## config.mk

```make
export PLATFORM = sky130hd
export DESIGN_NAME = demux8_rr_sched_flat
export DESIGN_NICKNAME = d
export VERILOG_FILES = /design/src/rtl/demux8_rr_sched_if.sv /design/src/rtl/demux8_rr_sched.sv /design/src/flat_wrapper.sv
export SDC_FILE = /design/constraint.sdc
export NUM_CORES = 1
export LEC_CHECK = 0
export CORE_AREA = 10 10 81 83
export CTS_BUF_LIST = sky130_fd_sc_hd__clkbuf_8 sky130_fd_sc_hd__clkbuf_16
export DETAILED_ROUTE_END_ITERATION = 7
export DIE_AREA = 0 0 91 93
export PLACE_DENSITY = 0.79
export SETUP_SLACK_MARGIN = 0.4
export SLEW_MARGIN = 30
export SYNTH_ARGS = -nofsm -noshare
export SYNTH_HDL_FRONTEND = slang
export SYNTH_SLANG_ARGS = --single-unit
export TNS_END_PERCENT = 20
```

## constraint.sdc

```tcl
create_clock -name clk -period 5.05 [get_ports clk]
set_input_delay 0.505 -clock clk [delete_from_list [all_inputs] [get_ports clk]]
set_output_delay 0.505 -clock clk [all_outputs]
set_load 0.05 [all_outputs]
```

## src/rtl/demux8_rr_sched_if.sv

```systemverilog
// rtl/demux8_rr_sched_if.sv - Upstream/downstream handshake bundle for demux8_rr_sched
interface demux8_rr_sched_if #(
  parameter int WIDTH = 8
);
  logic             en;
  logic [7:0]       mask;
  logic             in_valid;
  logic [WIDTH-1:0] in_data;
  logic             in_ready;
  logic [7:0]       out_ready;
  logic [7:0]       out_valid;
  logic [WIDTH-1:0] out_data;
  logic [2:0]       sel;
  logic             busy;
  logic [7:0]       sent_cnt;

  modport master (
    output en, mask, in_valid, in_data, out_ready,
    input  in_ready, out_valid, out_data, sel, busy, sent_cnt
  );

  modport slave (
    input  en, mask, in_valid, in_data, out_ready,
    output in_ready, out_valid, out_data, sel, busy, sent_cnt
  );
endinterface

```

## src/rtl/demux8_rr_sched.sv

```systemverilog
// rtl/demux8_rr_sched.sv - Round-robin scheduler holding one word and steering it to one of eight channels
module demux8_rr_sched #(
  parameter int WIDTH = 8
) (
  input logic            clk,
  input logic            rst,
  demux8_rr_sched_if.slave bus
);
  localparam logic [0:0] IDLE = 1'b0;
  localparam logic [0:0] HOLD = 1'b1;

  logic [0:0]       state;
  logic [2:0]       ptr;
  logic [2:0]       sel_r;
  logic [WIDTH-1:0] data_r;
  logic [7:0]       cnt_r;

  logic       hold;
  logic       deliver;
  logic       ready;
  logic       accept;
  logic [2:0] base;
  logic [2:0] idx;
  logic [2:0] target;
  logic       found;

  // On a same-cycle delivery the search restarts past the channel just served.
  always_comb begin
    hold    = (state == HOLD);
    deliver = hold & bus.out_ready[sel_r];
    ready   = bus.en & (|bus.mask) & (~hold | deliver);
    accept  = bus.in_valid & ready;
    base    = deliver ? sel_r + 3'd1 : ptr;
    idx     = 3'd0;
    target  = 3'd0;
    found   = 1'b0;
    for (int i = 0; i < 8; i++) begin
      idx = base + i[2:0];
      if (!found && bus.mask[idx]) begin
        target = idx;
        found  = 1'b1;
      end
    end
  end

  always_ff @(posedge clk or posedge rst) begin
    if (rst) begin
      state  <= IDLE;
      ptr    <= 3'd0;
      sel_r  <= 3'd0;
      data_r <= '0;
      cnt_r  <= 8'd0;
    end else begin
      if (deliver) begin
        ptr   <= sel_r + 3'd1;
        cnt_r <= cnt_r + 8'd1;
      end
      if (accept) begin
        state  <= HOLD;
        sel_r  <= target;
        data_r <= bus.in_data;
      end else if (deliver) begin
        state <= IDLE;
      end
    end
  end

  assign bus.in_ready  = ready;
  assign bus.out_valid = hold ? (8'b1 << sel_r) : 8'b0;
  assign bus.out_data  = data_r;
  assign bus.sel       = sel_r;
  assign bus.busy      = hold;
  assign bus.sent_cnt  = cnt_r;
endmodule

```

## src/flat_wrapper.sv

```systemverilog
// flat-port wrapper written by rule: the top's interface ports become plain ports
module demux8_rr_sched_flat 
#(
  parameter int WIDTH = 8
)
  (clk, rst, bus_en, bus_mask, bus_in_valid, bus_in_data, bus_out_ready, bus_in_ready, bus_out_valid, bus_out_data, bus_sel, bus_busy, bus_sent_cnt);
  demux8_rr_sched_if #(.WIDTH(WIDTH)) bus_i ();
  input logic clk;
  input logic rst;
  input wire logic [$bits(bus_i.en)-1:0] bus_en;
  input wire logic [$bits(bus_i.mask)-1:0] bus_mask;
  input wire logic [$bits(bus_i.in_valid)-1:0] bus_in_valid;
  input wire logic [$bits(bus_i.in_data)-1:0] bus_in_data;
  input wire logic [$bits(bus_i.out_ready)-1:0] bus_out_ready;
  output wire logic [$bits(bus_i.in_ready)-1:0] bus_in_ready;
  output wire logic [$bits(bus_i.out_valid)-1:0] bus_out_valid;
  output wire logic [$bits(bus_i.out_data)-1:0] bus_out_data;
  output wire logic [$bits(bus_i.sel)-1:0] bus_sel;
  output wire logic [$bits(bus_i.busy)-1:0] bus_busy;
  output wire logic [$bits(bus_i.sent_cnt)-1:0] bus_sent_cnt;
  assign bus_i.en = bus_en;
  assign bus_i.mask = bus_mask;
  assign bus_i.in_valid = bus_in_valid;
  assign bus_i.in_data = bus_in_data;
  assign bus_i.out_ready = bus_out_ready;
  assign bus_in_ready = bus_i.in_ready;
  assign bus_out_valid = bus_i.out_valid;
  assign bus_out_data = bus_i.out_data;
  assign bus_sel = bus_i.sel;
  assign bus_busy = bus_i.busy;
  assign bus_sent_cnt = bus_i.sent_cnt;
  demux8_rr_sched #(.WIDTH(WIDTH)) u_core (.clk(clk), .rst(rst), .bus(bus_i));
endmodule
```

# Word level (Yosys, flattened, before mapping)
# Index checks and enable logic that the tools add are counted.
[classes]
n_reduce_logical = 16
order_cmp = 9
n_bitwise = 6
add_sub_neg = 9
n_shift = 1
n_mux = 37
[ops]
columns = ["op", "count"]
rows = [
  ["$lt 3x4->1 const B", 9],
  ["$bmux 1 s3", 9],
  ["$mux 3", 9],
  ["$mux 1", 18],
  ["$add 3x3->3 const B", 4],
  ["$add 8x1->8 const B", 1],
  ["$mux 8", 1],
  ["$reduce_or 8->1", 1],
  ["$shl 1x3->8 const A", 1],
  ["$logic_and 1x1->1", 7],
  ["$logic_not 1->1", 7],
  ["$add 3x1->3 const B", 2],
  ["$add 3x2->3 const B", 2],
  ["$and 1x1->1", 4],
  ["$reduce_bool 2->1", 1],
  ["$not 1->1", 1],
  ["$or 1x1->1", 1],
]
[word_totals]
output_inout_bits = 29
inputBits = 28
ff_bits = 23
wordCells = 83

# Logic depth before layout (Yosys ltp)
# Gate-level depths: netlist (run 1).
[depth]
depth_word = 28
ltp_mapped = 17
depth_no_buf = 15

# Worst setup path before layout (run 1)
# OpenSTA, ideal clock, no wires.
[synth_path]
path_type = "register to register"
startpoint = "register u_core.sel_r[0], in the netlist u_core.bus.sel[0]"
endpoint = "register u_core.sel_r[2], in the netlist u_core.bus.sel[2]"
stages_incl_launch_ff = 15
setup_ns = 0.145
slack_ns = 1.004
t_required_ns = 4.905
path_buffers = 2
t_arrival_ns = 3.901
path_cell_list = "dfrtp_1 > buf_6 > mux2i_1 > a22o_2 > nor3_4 > mux2_2 > buf_4 > ha_1 > and2_1 > o2111ai_1 > and2_1 > mux4_2 > nor3_2 > a31o_1 > o221ai_1"
[synth_via]
elab_chain_cells = 28
[synth_rtl]
columns = ["element", "line", "source"]
rows = [
  ["start: declaration", "demux8_rr_sched.sv:14", "logic [2:0] sel_r;"],
  ["start signal: assignment", "demux8_rr_sched.sv:60", "sel_r <= target;"],
  ["$bmux 1 s3", "demux8_rr_sched.sv:30", "deliver = hold & bus.out_ready[sel_r];"],
  ["$mux 1 (not written as such)", "demux8_rr_sched.sv:30", ""],
  ["$and 1x1->1", "demux8_rr_sched.sv:30", ""],
  ["$mux 3 (*)", "demux8_rr_sched.sv:33", "base = deliver ? sel_r + 3'd1 : ptr;"],
  ["via u_core.base[1]", "demux8_rr_sched.sv:22", "logic [2:0] base;"],
  ["branches (longest 23 deep; another with $add 3x1->3)", "-", ""],
  ["$mux 3 (*)", "demux8_rr_sched.sv:39", "if (!found && bus.mask[idx]) begin"],
]
# Mark *: on every way through the listed nets, which the timed path passes. The select of a mux whose other input is x is not followed.
# A chain may end at the register's enable or synchronous reset.

# Final worst setup path (run 1)
[layout_path]
startpoint = "input port bus_out_ready[4]"
endpoint = "register u_core.sel_r[2], in the netlist u_core.bus.sel[2]"
[layout_via]
elab_chain_cells = 28
[layout_rtl]
columns = ["element", "line", "source"]
rows = [
  ["start: declaration", "flat_wrapper.sv:14", "input wire logic [$bits(bus_i.out_ready)-1:0] bus_out_ready;"],
  ["$bmux 1 s3 (*)", "demux8_rr_sched.sv:30", ""],
  ["$mux 1 (not written as such) (*)", "demux8_rr_sched.sv:30", ""],
  ["$and 1x1->1 (*)", "demux8_rr_sched.sv:30", ""],
  ["branches (longest 25 deep; another with $add 3x1->3)", "-", ""],
]
# Every way passes the cells marked *. The select of a mux whose other input is x is not followed.

==> summary.md, run 1 <==
| Metric | Value |
|---|---|
| Root Buffer | clkbuf_8 |
| Max Fclk | 236 MHz |
| Ys async rst share | 100% |
| GRT Util Overall | 15.9% |
| Vias in the first global route | 2,316 |
| DIE WIDTH | 91 um |
| CTS Buf Count | 3 |
| GRT Residual Overflow | 0 |
| Area leader, netlist | dfrtp_1 |
| Hold depth | 1 |
| Maxcap violations | 0 |
| Synthesized net count | 311 |
| Reg clk slew, reported paths | 80 ps |
| Post-synth EDFFs | 0 |
| Die Span Y | 93 um |
| Layout fillers | 444 |
| Port bufs | 56 |
| Initial DRC Count | 184 |
| Worst skew pair latency | 260 ps |
| CP startpoint kind | input pin |
| Final Setup Violations | 0 |
| Core footprint | 5010 um^2 |
| Antenna diodes | 0 |
| Critical path class | in -> reg |
| Share of layout cells above drive strength 1 | 13.3% |
| Vias per cell | 5.89 |
| Launch point of the worst reg-to-reg path | u_core.bus.sel[0] |
| Setup TNS | 0 ps |
| Initial antenna violation count | 0 |
| Synth cell count leaders | nand2_1, dfrtp_1, nor2_1 |
| Relative slew margins | 44.3% |
| Ranking of synthesized cells by area | dfrtp_1, nand2_1, mux2_2 |
| TritonRoute pass-1 iters | 4 |
| Wire per inst | 17.7 um |
| Fin. max-slew vios | 0 |
| Endpoint, Worst Hold | u_core.bus.sent_cnt[7] |
| Data arrival time of the worst path | 4350 ps |
| PostCTS Resize Cnt | 0 |
| Detailed-route wire length | 6.96 mm |
| Syn Area/Cell | 8.92 um^2 |
| Largest net degree at the start of global routing | 24 |
| Via count | 2,321 |
| Cell area after layout | 3070 um^2 |
| Area of placed instances | 3020 um^2 |
| FF-to-FF setup slack | 860 ps |
| CTS tree | yes |
| First-pass GRT wire length | 11.5 mm |
| Worst Skew | 1.84 ps |
| Layout area overhead | 25.4% |
| Synth Instances | 274 |
| Mapped cell area | 2440 um^2 |
| RSZ-0062 raised after global routing | false |
| Ys flop type | dfrtp_1 |
| Cell variety after synth | 64 |
| Reg-to-reg endpoint | u_core.bus.sel[2] |
| Antenna-violating nets left | 0 |
| Worst r2r path cells | 12 |
| Max Buffers Root-to-Sink | 2 |
| Top-count cell post-synth | nand2_1 |
| CP Data Required Time | 5160 ps |
| Drt drc | 0 |
| Initial core utilization | 48.8% |
| H-tree depth | 1 |
| Tcrit/Tclk final | 84.1% |
| Postcts setup bufs | 0 |
| Crit path time final | 4250 ps |
| Synth Register Bits | 23 |
| FF+latch area | 577 um^2 |
| Slew of the pin with the lowest slew margin | 835 ps |
| Hold path start | u_core.bus.sent_cnt[7] |
| Status | finished, final reports clean |
| Row count | 26 |
| Multi-input gate area | 1730 um^2 |
| GPL Wtd Cong | 0.899 |
| Die ar. | 8460 um^2 |
| Hold buffer count at cts | 0 |
| Hold WC Path Type | reg -> reg |
| Sequential fraction of the synthesis area | 23.5% |
| Hold Vio Cnt, Final | 0 |
| Sink Count | 23 |
| Synth top area share | 23.5% |
| Crit. End Element | register |
| Post-DP HPWL | 5.52 mm |
| Critical path peak fanout | 12 |
| Layout Nets | 362 |
| Ys Warns | 0 |
| I/O pins | 57 |
[routing by layer]
layer  vias up  global-route usage, %  routed length, um
met4         0                   4.44                 63
li1       1121                      -                  -
met5         -                      0                  0
met1      1111                   18.3               2900
met3         6                   3.12                419
met2        83                   29.3               3580
[flip-flops by register name (all words and copies together), names as in the netlist]
name	flops
u_core.bus.busy	1
u_core.bus.out_data	8
u_core.bus.sel	3
u_core.bus.sent_cnt	8
u_core.ptr	3
[layout by cell type (no fill, tap or decap), drive strengths merged, types with 3 or more instances in the layout]
cell type / Yosys / routed
a2111oi: 7 / 7
a211oi: 3 / 3
a21oi: 5 / 5
a22oi: 3 / 3
a32o: 3 / 3
a32oi: 8 / 8
and2: 5 / 5
and3: 8 / 8
buf: 8 / 3
clkbuf: 5 / 3
clkdlybuf4s50: 0 / 56
dfrtp: 23 / 23
ha: 9 / 9
inv: 9 / 10
mux2: 16 / 16
mux2i: 15 / 15
mux4: 3 / 3
nand2: 54 / 54
nand3: 5 / 5
nor2: 19 / 19
nor3: 9 / 9
o21ai: 5 / 5
o221ai: 3 / 3
or2: 4 / 4
xnor2: 9 / 9
[through the flow]
step / std cells / utilization [%] / hold slack [ps] / worst slack, ps
detailed placement: 390 / 60.3 / 486 / 543
global placement: 390 / 60.3 / 464 / 660
CTS: 394 / 61.2 / 507 / 646
finish: 394 / 61.2 / 500 / 804
global route: 394 / 61.2 / 522 / 546
floorplan: 274 / - / 507 / 1000
[cell type report]
type	instances	share of cell area, %
timing repair buffer	59	19.0
sequential	23	18.8
multi-input combinational	227	56.3
inverter	11	1.51
clock buffer	3	1.35
tap	70	2.86
clock inverter	1	0.122
[kinds of logic after synthesis]
group / Yosys count / share of synthesized area [%]
muxes: 34 / 17.3
AOI/OAI and AO/OA: 57 / 20.7
buffers and inverters: 24 / 5.78
xor gates and xnor gates: 11 / 5.02
DFF: 23 / 23.5
and+or+nand+nor: 116 / 23.0
adders and majority gates: 9 / 4.61
[worst max path at each step]
stage | from | endpoint | slack [ps] | depth (start not counted)
floorplan | u_core.bus.sel[0] | u_core.bus.sel[2] | 1000 | 14
global placement | bus_out_ready[5] | u_core.bus.sel[2] | 660 | 13
detailed placement | bus_out_ready[4] | u_core.bus.sel[2] | 540 | 13
CTS | u_core.bus.sel[0] | u_core.bus.sel[2] | 650 | 12
global route | bus_out_ready[4] | u_core.bus.sel[2] | 550 | 13
finish | bus_out_ready[4] | u_core.bus.sel[2] | 800 | 13
[critical path: stages]
cell,delay (ps)
clkdlybuf4s50_1,470
mux2i_1,120
a22o_2,370
nor3_4,310
mux2_2,500
ha_1,280
and2_1,180
o2111ai_1,190
and2_1,260
mux4_2,590
nor3_2,280
a31o_1,190
o221ai_1,120
Power of run 1 is not shown: default switching activity piles up to over one toggle a cycle in this logic, so the estimate is an artifact.
==> run 2: changes to the inputs <==
- CORE_AREA: 10 10 81 83 -> 10 10 84 86
- DIE_AREA: 0 0 91 93 -> 0 0 94 96
- PLACE_DENSITY: 0.79 -> 0.76
- clock period: 5.05 -> 3.8 ns (I/O delays scaled with it)
==> summary.md, run 2 (synthesis results as in run 1) <==
| Metric | Value |
|---|---|
| Max stage delay on crit path | 560 ps |
| Vias per cell | 6.00 |
| Worst Skew | 2.36 ps |
| Antenna diodes | 0 |
| Finished Core Util | 62.2% |
| Most frequent cells in the layout | clkdlybuf4s50_1, nand2_1, buf_4 |
| Sink Count | 23 |
| H-tree depth | 1 |
| Critical path peak fanout | 5 |
| Commonest non-fill, non-tap cell in the layout | clkdlybuf4s50_1 |
| Layout Nets | 387 |
| Largest net degree at the start of global routing | 24 |
| CP delay by family, top | compound AO/OA/AOI/OAI gates |
| Die ar. | 9020 um^2 |
| First-pass GRT wire length | 12.6 mm |
| Antenna-violating nets left | 0 |
| Maxcap violations | 0 |
| Status | finished, final reports clean |
| Die Span Y | 96 um |
| Crit path buf inv count | 1 |
| Drt drc | 0 |
| Final Setup Violations | 0 |
| DIE WIDTH | 94 um |
| Hold WC Path Type | in -> async |
| GRT Residual Overflow | 0 |
| Reg clk slew, reported paths | 80 ps |
| RSZ-0062 raised after global routing | true |
| GPL Wtd Cong | 1.02 |
| Worst skew pair latency | 270 ps |
| Critical path startpoint | u_core.bus.sel[0] |
| Row count | 27 |
| Share of layout cells above drive strength 1 | 24.1% |
| Post-DP HPWL | 5.83 mm |
| Max Buffers Root-to-Sink | 2 |
| Vias in the first global route | 2,595 |
| CP Data Required Time | 3960 ps |
| Data arrival time of the worst path | 3570 ps |
| Detailed-route wire length | 7.65 mm |
| TritonRoute pass-1 iters | 5 |
| Layout fillers | 461 |
| Fin. max-slew vios | 0 |
| CP startpoint kind | register |
| Max Fclk | 294 MHz |
| Layout area overhead | 37.5% |
| Initial antenna violation count | 0 |
| Slew of the pin with the lowest slew margin | 841 ps |
| Hold Vio Cnt, Final | 0 |
| GRT Util Overall | 17.0% |
| CTS tree | yes |
| Most Frequent Cell on Critical Path | and2_4 |
| Port bufs | 56 |
| CP Cell Sequence | mux2_4, o22a_1, nand3_4, nor2_4, a21oi_4, inv_2, ha_4, and2_4, o2111ai_4, and2_4, mux4_2, a21o_1, a221o_1, o21a_1 |
| FF+latch area | 579 um^2 |
| CP max stage cell | mux4_2 |
| Launch point of the worst reg-to-reg path | u_core.bus.sel[0] |
| Crit path time final | 3400 ps |
| Critical path class | reg -> reg |
| Tcrit/Tclk final | 89.6% |
| Initial core utilization | 45.2% |
| Initial DRC Count | 210 |
| Multi-input gate area | 1830 um^2 |
| Wire per inst | 18.2 um |
| Core footprint | 5410 um^2 |
| I/O pins | 57 |
| Crit. End Element | register |
| Root Buffer | clkbuf_8 |
| Via count | 2,528 |
| Relative slew margins | 43.6% |
| CTS Buf Count | 3 |
run 2: cell count changes in the layout (fill, tap and decap cells not counted), sizes merged:
cell           change
clkdlybuf4s50      -2
dlygate4sd2        +2
inv                -2
buf               +25
clkinv             +2
run 2: cell type report:
class / instances / area share, %
Inverter: 11 / 1.41
Timing Repair Buffer: 84 / 23.0
Tap cell: 72 / 2.68
Sequential cell: 23 / 17.2
Clock inverter: 1 / 0.149
Multi-Input combinational cell: 227 / 54.3
Clock buffer: 3 / 1.23
run 2: final timing paths:
kind | cells past startpoint | endpoint | slack [ps]
max in group asynchronous | 2 | u_core.bus.sel[2] | 2890
min in group clk | 1 | u_core.bus.sent_cnt[7] | 500
setup / recovery | 14 | u_core.bus.sel[0] | 400
hold / removal | 2 | u_core.bus.sent_cnt[7] | 470
hold reg to reg | 1 | u_core.bus.sent_cnt[7] | 500
setup reg to reg | 14 | u_core.bus.sel[0] | 400
run 2: timing repair:
action,CTS,global route
endpoints found under the setup margin,3,3
setup buffers,7,3
gates resized for setup,7,10
pin swaps,7,8
hold buffers,0,0
run 2: routing by layer:
| metal | part of all wire [%] | routed length, um | GRT usage, % | vias up |
|---|---|---|---|---|
| met2 | 50 | 3840 | 31.6 | 115 |
| li1 | - | - | - | 1171 |
| met4 | 1.5 | 115 | 3.42 | 0 |
| met1 | 41 | 3120 | 19.8 | 1222 |
| met3 | 7.5 | 573 | 3.42 | 20 |
| met5 | 0 | 0 | 0 | - |
run 2: per-stage QoR:
| stage | worst slack, ps | cell area (um^2) | std cells | setup TNS, ps | hold slack, ps |
|---|---|---|---|---|---|
| floorplan | -17.0 | 2490 | 274 | -17.0 | 382 |
| global placement | 62.2 | 3180 | 407 | 0 | 464 |
| detailed placement | 10.7 | 3180 | 407 | 0 | 489 |
| CTS | 398 | 3280 | 418 | 0 | 502 |
| global route | 274 | 3360 | 421 | 0 | 513 |
| finish | 395 | 3360 | 421 | 0 | 473 |
Power of run 2 is left out for the same reason.
==> run 3: changes to the inputs <==
- CELL_PAD_IN_SITES_DETAIL_PLACEMENT: default -> 1
- CELL_PAD_IN_SITES_GLOBAL_PLACEMENT: default -> 1
- CORE_AREA: 10 10 84 86 -> 10 10 96 98
- DIE_AREA: 0 0 94 96 -> 0 0 106 108
- PLACE_DENSITY: 0.76 -> default
- PLACE_DENSITY_LB_ADDON: default -> 0.1
==> summary.md, run 3 (synthesis results as in run 1) <==
| Metric | Value |
|---|---|
| Status | finished, final reports clean |
| Final hold slack | 474 ps |
| Hold path start | u_core.bus.sent_cnt[7] |
| Reg-to-reg endpoint | u_core.bus.sel[0] |
| CP startpoint kind | register |
| Final Setup Violations | 0 |
| Slew of the pin with the lowest slew margin | 877 ps |
| Endpoint, Worst Hold | u_core.bus.sent_cnt[7] |
| Tcrit/Tclk final | 90.9% |
| Setup TNS | 0 ps |
| First-pass GRT wire length | 13.7 mm |
| Vias in the first global route | 2,608 |
| Maxcap violations | 0 |
| Relative slew margins | 41.5% |
| Die ar. | 11,400 um^2 |
| Detailed-route wire length | 8.44 mm |
| Data arrival time of the worst path | 3610 ps |
| Worst skew pair latency | 260 ps |
| Via count | 2,429 |
| Largest net degree at the start of global routing | 24 |
| Critical path peak fanout | 5 |
| Hold depth | 1 |
| CTS tree | yes |
| GRT Util Overall | 14.3% |
| Port bufs | 56 |
| FF-to-FF setup slack | 350 ps |
| Non-Filler Instances | 451 |
| Row count | 32 |
| CTS Buf Count | 3 |
| Most frequent cells in the layout | clkdlybuf4s50_1, nand2_1, buf_4 |
| Launch point of the worst reg-to-reg path | u_core.bus.sel[0] |
| I/O pins | 57 |
| Worst r2r path cells | 14 |
| Hold WC Path Type | reg -> reg |
| Initial antenna violation count | 0 |
| Antenna diodes | 0 |
| Max Fclk | 290 MHz |
| Sink Count | 23 |
| H-tree depth | 1 |
| Dpl cells | 440 |
| CP Cell Sequence | mux2_4, o22a_1, nand3_4, nor2_2, a21oi_2, inv_2, ha_4, and2_4, o2111ai_2, and2_4, mux4_2, a21o_1, a221o_1, o21a_1 |
| Die Span Y | 108 um |
| TritonRoute pass-1 iters | 4 |
| Root Buffer | clkbuf_8 |
| GPL Wtd Cong | 0.858 |
| Initial DRC Count | 96 |
| Share of layout cells above drive strength 1 | 23.8% |
| Commonest non-fill, non-tap cell in the layout | clkdlybuf4s50_1 |
| Critical path class | reg -> reg |
| Worst Skew | 2.68 ps |
| Max stage delay on crit path | 560 ps |
| Crit. End Element | register |
| Layout Nets | 387 |
| DIE WIDTH | 106 um |
| Most Frequent Cell on Critical Path | and2_4 |
| Layout area overhead | 38.0% |
| Drt drc | 0 |
| Max Buffers Root-to-Sink | 2 |
| RSZ-0062 raised after global routing | true |
| CP Data Required Time | 3950 ps |
| Antenna-violating nets left | 0 |
| Reg clk slew, reported paths | 80 ps |
| CP max stage cell | mux4_2 |
| Vias per cell | 5.39 |
| Initial core utilization | 32.8% |
| Crit path time final | 3450 ps |
| Post-DP HPWL | 6.63 mm |
| GRT Residual Overflow | 0 |
| Fin. max-slew vios | 0 |
| Wire per inst | 18.7 um |
| Core footprint | 7450 um^2 |
| Hold Vio Cnt, Final | 0 |
[run 3: cell types whose count changed in the layout (fill, tap and decap cells not counted), sizes merged]
cell           delta
inv               +1
clkdlybuf4s50     +2
clkinv            -1
dlygate4sd2       -2
[run 3: metrics by stage]
stage / instance area (um^2) / setup WS [ps] / utilization, %
after global routing: 3370 / 222 / 45.3
final: 3370 / 346 / 45.3
after detailed placement: 3240 / 9.26 / 43.4
after global placement: 3240 / 57.5 / 43.4
after CTS: 3340 / 360 / 44.8
after floorplan: 2490 / -17.0 / -
[run 3: how the worst max path moves through the flow]
stage	from	end	slack, ps	cells after the start
after floorplan	u_core.bus.sel[0]	u_core.bus.sel[0]	-20	14
after global placement	bus_out_ready[4]	u_core.bus.sel[0]	60	13
after detailed placement	bus_out_ready[4]	u_core.bus.sel[0]	9	13
after CTS	u_core.bus.sel[0]	u_core.bus.sel[0]	360	12
after global routing	u_core.bus.sel[0]	u_core.bus.sel[0]	220	14
final	u_core.bus.sel[0]	u_core.bus.sel[0]	350	14
[run 3: final cells by class]
cell class	instances	area, um^2
Clock buffer	3	41.3
Clock inverter	1	5.00
Fill cell	875	4070
Inverter	11	47.5
Multi-Input combinational cell	227	1800
Sequential cell	23	579
Tap cell	102	128
Timing Repair Buffer	84	774
[run 3: repair_timing]
item,CTS,global route
setup endpoints to repair,3,3
gates resized for setup,6,5
hold buffers,0,0
gates cloned,0,0
buffers inserted,4,3
pin swaps,5,4
[run 3: per-layer routing]
layer | vias up | global-route usage, % | share of wire (%)
li1 | 1167 | - | -
met1 | 1196 | 17.9 | 44
met2 | 62 | 25.9 | 50
met3 | 4 | 2.08 | 5.0
met4 | 0 | 2.22 | 0.26
met5 | - | 0 | 0
[run 3: critical path, delay by kind of cell, from the launching register on]
kind | cells | cell delay (ps)
mux | 2 | 900
fa+ha+maj | 1 | 180
compound gates | 6 | 1180
buf+inv | 1 | 80
simple gates | 4 | 500
flops | 1 | 500
Power of run 3 is left out for the same reason.
